===== src/rtl/down_counter.sv =====
// down_counter: loadable one-shot/auto-reload down timer; DOWN_COUNTER_STICKY_TC_EN adds tc_sticky
module down_counter #(
  parameter int WIDTH = 5
) (
  input  logic             clk,
  input  logic             reset,
  input  logic             load,
  input  logic [WIDTH-1:0] load_val,
  input  logic             start,
  input  logic             en,
  input  logic             auto_reload,
  output logic [WIDTH-1:0] q,
  output logic             busy,
  output logic             zero,
`ifdef DOWN_COUNTER_STICKY_TC_EN
  output logic             tc_sticky,
`endif
  output logic             tc
);
  typedef enum logic {IDLE, RUN} state_t;
  state_t st, st_n;
  logic [WIDTH-1:0] rel, rel_n, q_n;
  logic tc_n;
  assign zero = q == '0;
  assign busy = st == RUN;
  always_ff @(posedge clk or negedge reset)
    if (!reset) begin
      st <= IDLE;
      q <= '0;
      rel <= '0;
      tc <= 1'b0;
    end else begin
      st <= st_n;
      q <= q_n;
      rel <= rel_n;
      tc <= tc_n;
    end
  // at q == 0 the expiry step replaces the decrement, so q never wraps
  always_comb begin
    st_n = st;
    q_n = q;
    rel_n = rel;
    tc_n = 1'b0;
    if (load) begin
      q_n = load_val;
      rel_n = load_val;
      st_n = (start && load_val != '0) ? RUN : IDLE;
    end else if (st == IDLE) begin
      st_n = (start && !zero) ? RUN : IDLE;
    end else if (en) begin
      if (!zero) begin
        q_n = q - WIDTH'(1);
        tc_n = q == WIDTH'(1);
      end else begin
        q_n = auto_reload ? rel : q;
        st_n = (auto_reload && rel != '0) ? RUN : IDLE;
      end
    end
  end
`ifdef DOWN_COUNTER_STICKY_TC_EN
  logic sticky;
  assign tc_sticky = sticky;
  always_ff @(posedge clk or negedge reset)
    if (!reset) sticky <= 1'b0;
    else if (load) sticky <= 1'b0;
    else if (tc_n) sticky <= 1'b1;
`endif
endmodule


===== config.mk =====
export PLATFORM = sky130hd
export DESIGN_NAME = down_counter
export DESIGN_NICKNAME = d
export VERILOG_FILES = /design/src/rtl/down_counter.sv
export SDC_FILE = /design/constraint.sdc
export NUM_CORES = 1
export LEC_CHECK = 0
export ABC_AREA = 0
export BUFFER_PORTS_ARGS = -buffer_cell sky130_fd_sc_hd__buf_2
export CORE_UTILIZATION = 45
export DETAILED_ROUTE_END_ITERATION = 10
export PLACE_DENSITY = 0.81
export SLEW_MARGIN = 20
export SYNTH_ARGS = -nofsm -noshare
export SYNTH_HDL_FRONTEND = slang
export SYNTH_SLANG_ARGS = --single-unit
export TNS_END_PERCENT = 1

===== constraint.sdc =====
create_clock -name clk -period 5.05 [get_ports clk]
set_input_delay 0.7575 -clock clk [delete_from_list [all_inputs] [get_ports clk]]
set_output_delay 0.7575 -clock clk [all_outputs]
set_load 0.01 [all_outputs]

Yosys cells after proc, flatten, opt, wreduce, memory -nomap -nowiden
Cells that the tools add are included.

word-level totals
  register bits after elaboration = 12
  bits of input ports = 11
  output and inout bits = 8
  word-level logic and storage cells = 33

cells by class
  add/sub/neg operators = 1
  equal/unequal tests = 2
  muxes and demuxes = 16
  reductions and logical operators = 10

operators by type and width
  cell                                               number
  2-to-1 mux 5 bit                                   5
  2-to-1 mux 1 bit                                   11
  nonzero test 5 bit                                 2
  == test 5 x 1 -> 1 bit (second input constant)     1
  logical NOT 5 bit                                  1
  subtractor 5 x 1 -> 5 bit (second input constant)  1
  nonzero test 2 bit                                 2
  logical AND 1 bit                                  3
  inequality test 3 bit (second input constant)      1
  AND reduction 3 bit                                1
  logical NOT 1 bit                                  1

Depth between registers and ports, before layout
  depth in word-level cells = 7
  depth in mapped cells = 6
  mapped depth without buffers = 6

Least setup slack after synthesis
OpenSTA, ideal clock, no wires.

  kind = register to output
  start = register q[0]
  end = output zero
  arrival = 1.207 ns
  required time = 4.293 ns
  slack = 3.085 ns
  cell stages (with the launch flop) = 4
  path buffers = 0
  path through = dfrtp_1 -> inv_1 -> ha_1 -> nor4b_4

between the ends
  cells in the longest elaborated chain, start to end = 1

RTL lines
  what                    RTL line  source
  from (decl)             12        output logic [WIDTH-1:0] q,
  from (signal assigned)  34        q <= q_n;
  logical NOT 5 bit       24        assign zero = q == '0;
  to (decl)               14        output logic zero,

No other way between the ends.

Final worst setup path
Ends and elaborated chain as after synthesis.

==> flow_summary.toml <==
[detailed_routing]
dr_wl_met2_um = 857
drc_errors = 0
vias_per_cell = 5.93
ant_nets = 0
drtIter0Drc = 18
drt_wl_total_um = 1780
drt_pass1_iterations = 4
top_layer_used = "met4"
wl_met3_um = 108
via_count = 688
wl_per_cell_um = 15.3
routedLengthMet1_um = 792

[yosys]
ys_types = 28
synth_top_area_cell = "dfrtp_1"
seq_area_frac_synth_pct = 41.4
synthCells = 80
netlist.area_leader.share_pct = 41.4
synth_area_per_cell_sq_um = 9.07
synth_nets = 94
synth-seq-cells = 12
synth_area_sq_um = 726
ys_warn_count = 0
ys_top_cells_by_area = "dfrtp_1, o21ai_0, ha_1"

[setup_path]
crit_required_ps = 4290
critPathMaxFanout = 8
slowest_stage = "dfrtp_1"
cp-start-kind = "flip-flop"
cp_num_buf_inv = 2
crit_type = "reg2out"
cp_top_family = "flip-flops"
cp.arrival_ps = 1790
cp.depth = 4
worstRegToRegCells = 6
end_kind = "primary output"
path_cells = "inv_1 > ha_1 > nor4b_4 > buf_2"
max_stage_delay_ps = 440

[grt]
grt_max_degree = 19
grt_use_total_pct = 22.9
grt_pass1_vias = 641
antenna_found_initial = 0
grt_pass1_wl_um = 3020
overflow = 0

[clock_tree]
cts_buffers = 3
cts.sink_count = 12
clk_latency_ps = 280
post-cts-setup-buffer-count = 0
cts_resized = 0
path_clk_slew_ps = 80
cts_buffer_depth = 2
cts_hold_buf = 0
htree_levels = 1
clock-root-buffer = "clkbuf_4"
cts_tree = "done"

[die]
coreArea_sq_um = 1510
row_count = 14
dieWidth_um = 42.2
die-area_sq_um = 1780
io_pins = 19
initial_core_util_pct = 48.2
die_h_um = 42.2

[run_status]
outcome = "completed"

[sta]
totalNegativeSetupSlack_ps = 0
finalCriticalPeriod_ps = 2550
max_freq_mhz = 393
fin_crit_sh_pct = 50.4
final-hold-violation-count = 0
setup_ws_ps = 2500
tightest_slew_ps = 430
fin_skew_ps = 1.06
drv_slew = 0
setup_viol_count_final = 0
grt_setup_unrepaired = "false"
max-slew-margin-rel_pct = 71.2

[pwr]
powerDensity_nw_per_um2 = 298
ir_worst_vdd_uv = 120
cellLeakagePower_nw = 0.406

[finish]
final.fill_count = 141
final-instance-count-excl-fill = 116
final_common_cell = "buf_2"
layout_common_cells = "buf_2, dfrtp_1, nand2_1, inv_1, o21ai_0"
multiInputGateArea_sq_um = 380
num_antenna_cells = 0
syn2layout_area_growth_pct = 19.1
layout-drive-gt1-share_pct = 28.0
fin_util_pct = 57.4
register_area_sq_um = 300
finalNetCount = 115

[place]
post-place-ws_ps = 2830
dp_cells = 112
place.gp.congestion = 0.930
io_buffers = 18
post-dp-hpwl_um = 1330

[job]
maxCapViolCount = 0

[worst_hold_path]
holdCritPathClass = "in2async"
## per-layer routing
layer / track usage (%) / up-vias
met3: 4.31 / 5
met1: 31.7 / 325
li1: - / 327
met4: 9.38 / 0
met5: 0 / -
met2: 35.3 / 31
## final timing paths
check / from / endpoint / slack, ps
max in group asynchronous: reset / q[0] / 4480
max: q[0] / zero / 2500
min reg2reg: rel[0] / rel[0] / 570
min: reset / tc / 350
max reg2reg: q[0] / q[3] / 3140
min in group clk: rel[0] / rel[0] / 570
## Yosys cell counts
master and number:
inv_2 1, o31ai_1 1, a41o_2 1, o31ai_2 1, nor3_1 1, a221oi_2 1, a311oi_1 1, nand2_1 10
a21oi_1 3, o21ai_0 9, o21ai_1 1, a31oi_1 3, nand3_1 4, nor3b_1 1, mux2i_1 2, and4bb_2 1
inv_1 9, a22oi_1 1, ha_1 3, and4_1 1, or4_1 2, clkbuf_1 2, nor2_1 3, nor4b_4 1
a32oi_1 1, a211oi_1 1, nand2b_1 3, dfrtp_1 12
## power by group
group / leakage (nW) / switching [W] / internal (W)
clock network: 0.0210 / 0.0000354 / 0.0000439
logic: 0.240 / 0.0000349 / 0.0000258
registers: 0.145 / 0.0000127 / 0.000105
## metrics by stage
stage	power [W]	hold slack, ps	instance area (sq um)
2_1_floorplan	0.000155	462	726
3_3_place_gp	0.000177	541	828
3_5_place_dp	0.000180	553	828
4_1_cts	0.000257	352	865
5_1_grt	0.000271	359	865
6_report	0.000258	347	865
## state kept, by name (all words and copies together), names as in the netlist
register and flops:
busy 1, q 5, rel 5, tc 1
## cell type report
| class | instances | share of cell area (%) |
|---|---|---|
| well taps | 16 | 2.32 |
| flip-flops and latches | 12 | 34.7 |
| clock buffers | 4 | 4.20 |
| multi-input cells | 56 | 44.0 |
| inverters | 10 | 4.34 |
| repair buffers | 18 | 10.4 |
## logic make-up after synthesis
group,after synthesis,share of synthesized area (%)
multiplexers,2,2.76
AND/OR/NAND/NOR,27,22.1
buffers and inverters,12,6.21
flip-flops,12,41.4
AO/OA/AOI/OAI,24,22.4
adder cells (fa/ha/maj),3,5.17
(Power assumes the default switching activity.)
